$ cat src/rtl/pc_unit_pkg.sv
// Shared types and defaults for the program-counter unit.
// Imported by the RAS, the interface users and the top level.
package pc_pkg;

  typedef enum logic {
    PC_RUN,
    PC_HALTED
  } pc_state_e;

  typedef enum logic [2:0] {
    SEL_SEQ,
    SEL_BRANCH,
    SEL_JUMP,
    SEL_RAS,
    SEL_HOLD
  } pc_sel_e;

  localparam int unsigned XLEN_DEF      = 32;
  localparam int unsigned INC_DEF       = 4;
  localparam int unsigned RAS_DEPTH_DEF = 4;

endpackage

$ cat src/rtl/pc_unit_if.sv
// Control/status bundle between decode/branch logic and the PC unit.
// master = decode side, slave = PC unit.
interface pc_unit_if #(
  parameter int unsigned XLEN = 32
) ();

  logic            stall;
  logic            halt;
  logic            resume;
  logic            branch_taken;
  logic [XLEN-1:0] branch_target;
  logic            jump;
  logic            call;
  logic [XLEN-1:0] jump_target;
  logic            ret;
  logic [XLEN-1:0] pc_out;
  logic            halted;
  logic            ras_empty;
  logic            ras_overflow;
  logic            ras_underflow;

  modport master (
    output stall, halt, resume,
    output branch_taken, branch_target,
    output jump, call, jump_target, ret,
    input  pc_out, halted,
    input  ras_empty, ras_overflow, ras_underflow
  );

  modport slave (
    input  stall, halt, resume,
    input  branch_taken, branch_target,
    input  jump, call, jump_target, ret,
    output pc_out, halted,
    output ras_empty, ras_overflow, ras_underflow
  );

endinterface

$ cat src/rtl/pc_unit_ras.sv
// Circular return-address stack: a push when full overwrites the
// oldest entry; pop has priority over push.
module return_addr_stack import pc_pkg::*; #(
  parameter int unsigned XLEN      = XLEN_DEF,
  parameter int unsigned RAS_DEPTH = RAS_DEPTH_DEF
) (
  input  logic            clk,
  input  logic            rst,
  input  logic            push_i,
  input  logic            pop_i,
  input  logic [XLEN-1:0] data_i,
  output logic [XLEN-1:0] top_o,
  output logic            empty_o,
  output logic            full_o
);

  localparam int unsigned PW = $clog2(RAS_DEPTH);
  localparam logic [PW:0] FULL_CNT = (PW+1)'(RAS_DEPTH);

  logic [XLEN-1:0] mem_q [RAS_DEPTH];
  logic [PW-1:0]   top_q, top_d, top_inc;
  logic [PW:0]     cnt_q, cnt_d;
  logic            wr_en;

  assign top_inc = top_q + 1'b1;
  assign top_o   = mem_q[top_q];
  assign empty_o = (cnt_q == '0);
  assign full_o  = (cnt_q == FULL_CNT);

  always_comb begin
    top_d = top_q;
    cnt_d = cnt_q;
    wr_en = 1'b0;
    if (pop_i) begin
      if (!empty_o) begin
        top_d = top_q - 1'b1;
        cnt_d = cnt_q - 1'b1;
      end
    end else if (push_i) begin
      top_d = top_inc;
      wr_en = 1'b1;
      if (!full_o) cnt_d = cnt_q + 1'b1;
    end
  end

  always_ff @(posedge clk or posedge rst) begin
    if (rst) begin
      top_q <= '0;
      cnt_q <= '0;
      for (int i = 0; i < int'(RAS_DEPTH); i++) mem_q[i] <= '0;
    end else begin
      top_q <= top_d;
      cnt_q <= cnt_d;
      if (wr_en) mem_q[top_inc] <= data_i;
    end
  end

endmodule

$ cat src/rtl/pc_unit.sv
// Program counter with prioritised next-PC select, sticky halt
// state and a return-address stack for call/return.
module pc_unit import pc_pkg::*; #(
  parameter int unsigned     XLEN         = XLEN_DEF,
  parameter logic [XLEN-1:0] RESET_VECTOR = '0,
  parameter int unsigned     INC          = INC_DEF,
  parameter int unsigned     RAS_DEPTH    = RAS_DEPTH_DEF
) (
  input logic       clk,
  input logic       reset,
  pc_unit_if.slave  bus
);

  pc_state_e       state_q, state_d;
  pc_sel_e         sel;
  logic [XLEN-1:0] pc_q, pc_d, pc_inc;
  logic            ovf_q, ovf_d;
  logic            udf_q, udf_d;
  logic            push, pop, udf_set;
  logic [XLEN-1:0] ras_top;
  logic            ras_empty, ras_full;

  assign pc_inc = pc_q + XLEN'(INC);

  return_addr_stack #(
    .XLEN      (XLEN),
    .RAS_DEPTH (RAS_DEPTH)
  ) u_ras (
    .clk     (clk),
    .rst     (reset),
    .push_i  (push),
    .pop_i   (pop),
    .data_i  (pc_inc),
    .top_o   (ras_top),
    .empty_o (ras_empty),
    .full_o  (ras_full)
  );

  always_comb begin
    state_d = state_q;
    sel     = SEL_HOLD;
    push    = 1'b0;
    pop     = 1'b0;
    udf_set = 1'b0;
    unique case (state_q)
      PC_RUN: begin
        if (bus.halt) begin
          state_d = PC_HALTED;
        end else if (bus.stall) begin
          sel = SEL_HOLD;
        end else if (bus.ret) begin
          // Empty RAS falls through to sequential fetch
          if (ras_empty) begin
            sel     = SEL_SEQ;
            udf_set = 1'b1;
          end else begin
            sel = SEL_RAS;
            pop = 1'b1;
          end
        end else if (bus.call) begin
          sel  = SEL_JUMP;
          push = 1'b1;
        end else if (bus.jump) begin
          sel = SEL_JUMP;
        end else if (bus.branch_taken) begin
          sel = SEL_BRANCH;
        end else begin
          sel = SEL_SEQ;
        end
      end
      PC_HALTED: begin
        if (bus.resume && !bus.halt) state_d = PC_RUN;
      end
      default: state_d = PC_RUN;
    endcase
  end

  always_comb begin
    pc_d = pc_q;
    unique case (sel)
      SEL_SEQ:    pc_d = pc_inc;
      SEL_BRANCH: pc_d = bus.branch_target;
      SEL_JUMP:   pc_d = bus.jump_target;
      SEL_RAS:    pc_d = ras_top;
      SEL_HOLD:   pc_d = pc_q;
      default:    pc_d = pc_q;
    endcase
  end

  assign ovf_d = ovf_q | (push & ras_full);
  assign udf_d = udf_q | udf_set;

  always_ff @(posedge clk or posedge reset) begin
    if (reset) begin
      state_q <= PC_RUN;
      pc_q    <= RESET_VECTOR;
      ovf_q   <= 1'b0;
      udf_q   <= 1'b0;
    end else begin
      state_q <= state_d;
      pc_q    <= pc_d;
      ovf_q   <= ovf_d;
      udf_q   <= udf_d;
    end
  end

  assign bus.pc_out        = pc_q;
  assign bus.halted        = (state_q == PC_HALTED);
  assign bus.ras_empty     = ras_empty;
  assign bus.ras_overflow  = ovf_q;
  assign bus.ras_underflow = udf_q;

endmodule

$ cat src/flat_wrapper.sv
// flat-port wrapper written by rule: the top's interface ports become plain ports
module pc_unit_flat import pc_pkg::*;
#(
  parameter int unsigned     XLEN         = XLEN_DEF,
  parameter logic [XLEN-1:0] RESET_VECTOR = '0,
  parameter int unsigned     INC          = INC_DEF,
  parameter int unsigned     RAS_DEPTH    = RAS_DEPTH_DEF
)
  (clk, reset, bus_stall, bus_halt, bus_resume, bus_branch_taken, bus_branch_target, bus_jump, bus_call, bus_jump_target, bus_ret, bus_pc_out, bus_halted, bus_ras_empty, bus_ras_overflow, bus_ras_underflow);
  pc_unit_if #(.XLEN(XLEN)) bus_i ();
  input logic clk;
  input logic reset;
  input wire logic [$bits(bus_i.stall)-1:0] bus_stall;
  input wire logic [$bits(bus_i.halt)-1:0] bus_halt;
  input wire logic [$bits(bus_i.resume)-1:0] bus_resume;
  input wire logic [$bits(bus_i.branch_taken)-1:0] bus_branch_taken;
  input wire logic [$bits(bus_i.branch_target)-1:0] bus_branch_target;
  input wire logic [$bits(bus_i.jump)-1:0] bus_jump;
  input wire logic [$bits(bus_i.call)-1:0] bus_call;
  input wire logic [$bits(bus_i.jump_target)-1:0] bus_jump_target;
  input wire logic [$bits(bus_i.ret)-1:0] bus_ret;
  output wire logic [$bits(bus_i.pc_out)-1:0] bus_pc_out;
  output wire logic [$bits(bus_i.halted)-1:0] bus_halted;
  output wire logic [$bits(bus_i.ras_empty)-1:0] bus_ras_empty;
  output wire logic [$bits(bus_i.ras_overflow)-1:0] bus_ras_overflow;
  output wire logic [$bits(bus_i.ras_underflow)-1:0] bus_ras_underflow;
  assign bus_i.stall = bus_stall;
  assign bus_i.halt = bus_halt;
  assign bus_i.resume = bus_resume;
  assign bus_i.branch_taken = bus_branch_taken;
  assign bus_i.branch_target = bus_branch_target;
  assign bus_i.jump = bus_jump;
  assign bus_i.call = bus_call;
  assign bus_i.jump_target = bus_jump_target;
  assign bus_i.ret = bus_ret;
  assign bus_pc_out = bus_i.pc_out;
  assign bus_halted = bus_i.halted;
  assign bus_ras_empty = bus_i.ras_empty;
  assign bus_ras_overflow = bus_i.ras_overflow;
  assign bus_ras_underflow = bus_i.ras_underflow;
  pc_unit #(.XLEN(XLEN), .RESET_VECTOR(RESET_VECTOR), .INC(INC), .RAS_DEPTH(RAS_DEPTH)) u_core (.clk(clk), .reset(reset), .bus(bus_i));
endmodule
$ cat config.mk
export PLATFORM = sky130hd
export DESIGN_NAME = pc_unit_flat
export DESIGN_NICKNAME = d
export VERILOG_FILES = /design/src/rtl/pc_unit_pkg.sv /design/src/rtl/pc_unit_if.sv /design/src/rtl/pc_unit_ras.sv /design/src/rtl/pc_unit.sv /design/src/flat_wrapper.sv
export SDC_FILE = /design/constraint.sdc
export NUM_CORES = 1
export LEC_CHECK = 0
export CAP_MARGIN = 20
export CORE_ASPECT_RATIO = 0.8
export CORE_MARGIN = 2
export CORE_UTILIZATION = 51
export CTS_BUF_LIST = sky130_fd_sc_hd__clkbuf_16
export CTS_CLUSTER_SIZE = 16
export DETAILED_ROUTE_END_ITERATION = 10
export GPL_TIMING_DRIVEN = 0
export MAX_ROUTING_LAYER = met4
export PLACE_DENSITY = 0.74
export REMOVE_ABC_BUFFERS = 1
export SYNTH_ARGS = -nofsm -noshare
export SYNTH_HDL_FRONTEND = slang
export SYNTH_HIERARCHICAL = 1
export SYNTH_SLANG_ARGS = --single-unit
$ cat constraint.sdc
create_clock -name clk -period 6 [get_ports clk]
set_clock_uncertainty 0.05 [all_clocks]
set_input_delay 1.8 -clock clk [delete_from_list [all_inputs] [get_ports clk]]
set_output_delay 1.8 -clock clk [all_outputs]
set_load 0.1 [all_outputs]
== Word-level counts from Yosys, hierarchy flattened ==
Cells that the tools add are included.

* Reduce and logical (&&, ||, !) cells: 9
* Bitwise gates (word level): 6
* Div/mod/pow operators: 0
* Multiply operators: 0
* Shift-type cells: 0
* Order comparisons: 3
* Multiplexer cells: 42
* Eq/ne operators: 6
* $add $sub $neg: 5

{| class="wikitable"
|+ Operator list
! operator !! number
|-
| $bwmux 128 || 1
|-
| $pmux 32 s4 || 1
|-
| $mux 32 || 3
|-
| $bmux 32 s2 || 1
|-
| $demux 32 s2 || 1
|-
| $add 32x3->32 const B || 1
|-
| $mux 3 || 10
|-
| $mux 1 || 20
|-
| $mux 2 || 4
|-
| $eq 3x2->1 const B || 2
|-
| $ge 3x3->1 const B || 2
|-
| $logic_not 3->1 || 2
|-
| $not 2->3 || 2
|-
| $reduce_bool 4->1 || 1
|-
| $add 3x1->3 const B || 1
|-
| $eq 3x1->1 const B || 1
|-
| $eq 3x3->1 const B || 1
|-
| $lt 3x1->1 const B || 1
|-
| $reduce_and 3->1 || 1
|-
| $sub 3x1->3 const B || 1
|-
| $add 2x1->2 const B || 1
|-
| $logic_and 1x1->1 || 2
|-
| $ne 2x1->1 const B || 1
|-
| $ne 2x2->1 const B || 1
|-
| other kinds (8) || 9
|}

* Memories kept: 0
* Register bits after elaboration: 168
* Logic and storage cells: 81
* Bits of input ports: 73
* Output and inout port bits: 36
* Bits in latches: 0
* Memory bits (writable): 0
* Bits in read-only memories: 0

== Depth between registers and ports, before layout ==
* Depth after elaboration: 9
* Depth in mapped cells: 10
* Mapped depth without buffers: 8

== Modules after synthesis ==
The synthesis kept the hierarchy.

{| class="wikitable"
|+ By module, submodules not included
! module !! seq. area each (µm²) !! instances !! area each (µm²) !! cells each
|-
| return_addr_stack || 3328.2 || 1 || 5894.4 || 353
|-
| pc_unit || 875.8 || 1 || 2985.4 || 361
|}

== Worst setup path after synthesis ==
No wires, ideal clock.

* Kind: reg2out
* Start: reg u_core.u_ras.cnt_q[0]
* End: out bus_ras_empty
* Buffers on the path: 0
* Data required time: 4150 ps
* Arrival: 2851 ps
* Setup slack: 1299 ps
* Cell stages (with the launch flop): 2
* Cells stage by stage: dfrtp_1 -> nor3_1

* Cells in the longest elaborated chain, start to end: 1

{| class="wikitable"
|+ Ends and longest elaborated chain
! item !! line !! text
|-
| start: declaration || pc_unit_ras.sv:22 || <nowiki>logic [PW:0] cnt_q, cnt_d;</nowiki>
|-
| start signal: assignment || pc_unit_ras.sv:53 || <nowiki>cnt_q <= cnt_d;</nowiki>
|-
| $logic_not 3->1 || pc_unit_ras.sv:27 || <nowiki>assign empty_o = (cnt_q == '0);</nowiki>
|-
| end: declaration || flat_wrapper.sv:24 || <nowiki>output wire logic [$bits(bus_i.ras_empty)-1:0] bus_ras_empty;</nowiki>
|}

Every way passes these cells.

== Worst setup path in the final report ==
* Start: in bus_stall
* End: reg u_core/u_ras/mem_q[40] in the netlist's numbering

* Elaborated cells on any way between the ends: 8
* Classes of those cells: mux (8)

{| class="wikitable"
|+ RTL lines
! item !! line !! text
|-
| start: declaration || flat_wrapper.sv:13 || <nowiki>input wire logic [$bits(bus_i.stall)-1:0] bus_stall;</nowiki>
|-
| $mux 1 || pc_unit.sv:49 || <nowiki>end else if (bus.stall) begin</nowiki>
|-
| $mux 1 || pc_unit.sv:47 || <nowiki>if (bus.halt) begin</nowiki>
|-
| $mux 1 || pc_unit.sv:45 || <nowiki>unique case (state_q)</nowiki>
|-
| net u_core.pop || pc_unit.sv:19 || <nowiki>logic push, pop, udf_set;</nowiki>
|-
| $mux 1 || pc_unit_ras.sv:34 || <nowiki>if (pop_i) begin</nowiki>
|-
| end signal: indexed assignment || pc_unit_ras.sv:54 || <nowiki>if (wr_en) mem_q[top_inc] <= data_i;</nowiki>
|-
| end: declaration || pc_unit_ras.sv:20 || <nowiki>logic [XLEN-1:0] mem_q [RAS_DEPTH];</nowiki>
|}

The timed path passes the listed nets, and every way through them passes these cells.
A chain may end at the register's enable or synchronous reset.

==> run metrics <==
Setup CP Type=input pin to flip-flop; Top FF cell, synth=dfrtp_1; clock slew at reported path FFs=0.07 ns; CP required=6.25 ns; cts repair resizes=0; worst-margin pin slew=1.093 ns; Final ANT Viol Nets=0; largest delay contributor family on the critical path=simple AND/OR/NAND/NOR gates; global route total overflow=0; fmax=197.6 MHz; routed len/inst=23.14 um; post-placement cell count=1010; die area=18490 sq um; pin count of the biggest net entering global routing=98; arrival time worst endpoint=5.31 ns; total number of vias=6603; starting density of the core=51.58%; htree depth=4; hpwl dp=16.39 mm; synthesized instance count=714; CTS Hold Bufs=0; worst path buffer plus inverter count=2; Routed Wire Length=24.13 mm; synth unique cells=71; total clock sinks=168; Site Rows=43; I/O pin count=109; Clock Tree Root=clkbuf_16; Rel. slew slack=26.58%; Finished Core Util=62.96%; Yosys reg bits=168; Final nets=884; core area=17220 sq um; Power per Cell Area=449.8 nW/um^2; Max Slew Vio Count=0; fin cells=1043; post-synthesis sequential area ratio=47.34%; syn_area_per_cell=12.44 sq um; first-pass GRT wire length=37.92 mm; final-report hold violation count=0; most frequent cells in the layout=dfrtp_1, mux2_2, clkdlybuf4s50_1; routed vias/inst=6.331; slowest cell on the critical path=or3_2; CP Launch Type=input pin; CTS tree=done; worst-path cell chain=clkdlybuf4s50_1, or3_2, nor2_1, and2b_2, nand2_2, buf_12, mux2_2; initial drt markers=526; Clock Path Buffers=2; Post-Syn Area=8880 sq um; Final setup viols=0; antenna fix cells=0; die height=122.0 um; postcts setup bufs=0; Post-synth EDFFs=0; Setup WS pre-CTS=0.5620 ns; Worst path max stage delay=0.87 ns; yosys warns=6; PortBufs=108; hold crit path type=flip-flop to flip-flop; GRT Total Usage=28.19%; Crit Path Max Fanout=47; drt first pass iters=8; Syn-to-layout area delta=22.07%; layout cells sized above 1=28.12%; clock buffer count from CTS=17; commonest non-fill, non-tap cell in the layout=dfrtp_1; RSZ-0062 raised after global routing=false; period utilization=84.35%; clk_lat worst skew=0.42 ns; Setup WS post-layout=0.9391 ns; asr flop ratio synth=100.0%; initial antenna violation count=0; status=finished, final reports clean; IR drop worst, VDD=0.0003605 V; Worst Setup End Kind=flip-flop; GP Congestion=0.8029; Leak Pwr=0.004800 uW; vias in the first global route=6933; Max-Cap Viols=0; fin crit period=5.061 ns; DR DRC count=0; Die X=151.5 um
-- Yosys cell counts, types with 3 or more instances --
cell / instances / area, sq um
nor4_1: 3 / 18.77
mux2_2: 129 / 1453
xor2_1: 6 / 52.55
a211o_1: 4 / 35.03
a22o_1: 6 / 52.55
a221oi_1: 5 / 43.79
o21bai_1: 3 / 22.52
o22ai_1: 3 / 18.77
mux2i_1: 6 / 60.06
clkbuf_1: 21 / 78.83
a21o_1: 3 / 22.52
o221ai_1: 3 / 26.28
nand4_1: 10 / 62.56
nor3b_1: 3 / 22.52
and3_1: 5 / 31.28
ha_1: 5 / 62.56
buf_4: 15 / 112.6
or3_1: 4 / 25.02
dfrtp_1: 168 / 4204
o211ai_1: 7 / 52.55
a31oi_1: 3 / 18.77
nand2_1: 45 / 168.9
or4_1: 3 / 22.52
o2bb2ai_1: 4 / 35.03
nor2_1: 29 / 108.9
nand3_1: 15 / 75.07
a222oi_1: 7 / 70.07
a211oi_1: 5 / 37.54
a22oi_1: 8 / 60.06
a21oi_1: 33 / 165.2
o21ai_0: 7 / 35.03
mux4_2: 32 / 720.7
xnor2_1: 24 / 210.2
o21ai_1: 12 / 60.06
a221o_1: 3 / 30.03
inv_1: 11 / 41.29
nor3_1: 9 / 45.04
nand2b_1: 3 / 18.77
a2bb2oi_1: 5 / 43.79
buf_2: 11 / 55.05
-- routing by layer --
layer	track usage [%]	vias up	part of all wire (%)
li1	-	2886	-
met1	36.86	3404	42
met2	44.51	280	48
met3	7.191	33	8.6
met4	7.118	0	1.5
met5	-	-	0
-- power by group --
| part | internal (uW) | leakage [uW] | switching [uW] |
|---|---|---|---|
| combinational | 782 | 0.00228 | 1180 |
| sequential | 1460 | 0.00223 | 349 |
| clock | 649 | 0.000292 | 453 |
| total | 2890 | 0.00480 | 1980 |
-- through the flow --
step	power, uW	instance area, sq um	setup TNS (ns)	hold WS, ns
after floorplan	3169	8611	0	0.4240
after global placement	3627	9973	-180.63	0.3919
after detailed placement	3771	10240	0	0.4040
after CTS	4881	10820	0	0.4192
after global routing	5098	10840	0	0.4419
final	4875	10840	0	0.4134
-- flip-flops by register name (all words and copies together), names as in the netlist --
signal	cells
u_core/u_ras/mem_q	128
u_core/bus.pc_out	32
u_core/u_ras/top_q	2
u_core/u_ras/cnt_q	3
u_core/bus.ras_underflow	1
u_core/bus.ras_overflow	1
u_core/bus.halted	1
-- path summary, 6_finish.rpt --
path / slack, ns / start / to / cells after the start
hold / removal: 0.41 / u_core/bus.ras_overflow$_DFF_PP0_ / u_core/bus.ras_overflow$_DFF_PP0_ / 1
setup / recovery: 0.94 / bus_stall / u_core/u_ras/mem_q[40]$_DFFE_PP0P_ / 7
max in group asynchronous: 3.36 / reset / u_core/bus.pc_out[25]$_DFFE_PP0P_ / 2
min in group asynchronous: 1.72 / reset / u_core/u_ras/cnt_q[1]$_DFFE_PP0P_ / 2
hold reg to reg: 0.41 / u_core/bus.ras_overflow$_DFF_PP0_ / u_core/bus.ras_overflow$_DFF_PP0_ / 1
setup reg to reg: 2.24 / u_core/u_ras/cnt_q[0]$_DFFE_PP0P_ / u_core/u_ras/mem_q[40]$_DFFE_PP0P_ / 7
-- area by class of cell --
type                    instances  area [sq um]
clock buffers                  17         425.4
multi-input cells             486          4393
fillers                      1314          6377
inverters                      11         46.29
flip-flops and latches        168          4207
repair buffers                121          1324
well taps                     225         281.5
clock inverters                15         162.7
-- cells by family (layout without fill, tap and decap cells) --
logic type	Yosys count	after routing	share of synthesized area (%)
and+or+nand+nor	148	148	9.131
buffers and inverters	60	164	3.494
DFF	168	168	47.34
adders and majority gates	6	6	0.9300
xor gates and xnor gates	30	30	2.959
AOI/OAI and AO/OA	135	135	10.99
muxes	167	167	25.15
-- worst reg2reg max path: cells and delay by family (launching register included) --
family	cells	cell delay, ns
mux	1	0.32
flops	1	0.45
simple gates	5	2.53
buf+inv	1	0.29
Power figures use the tool's default switching activity.
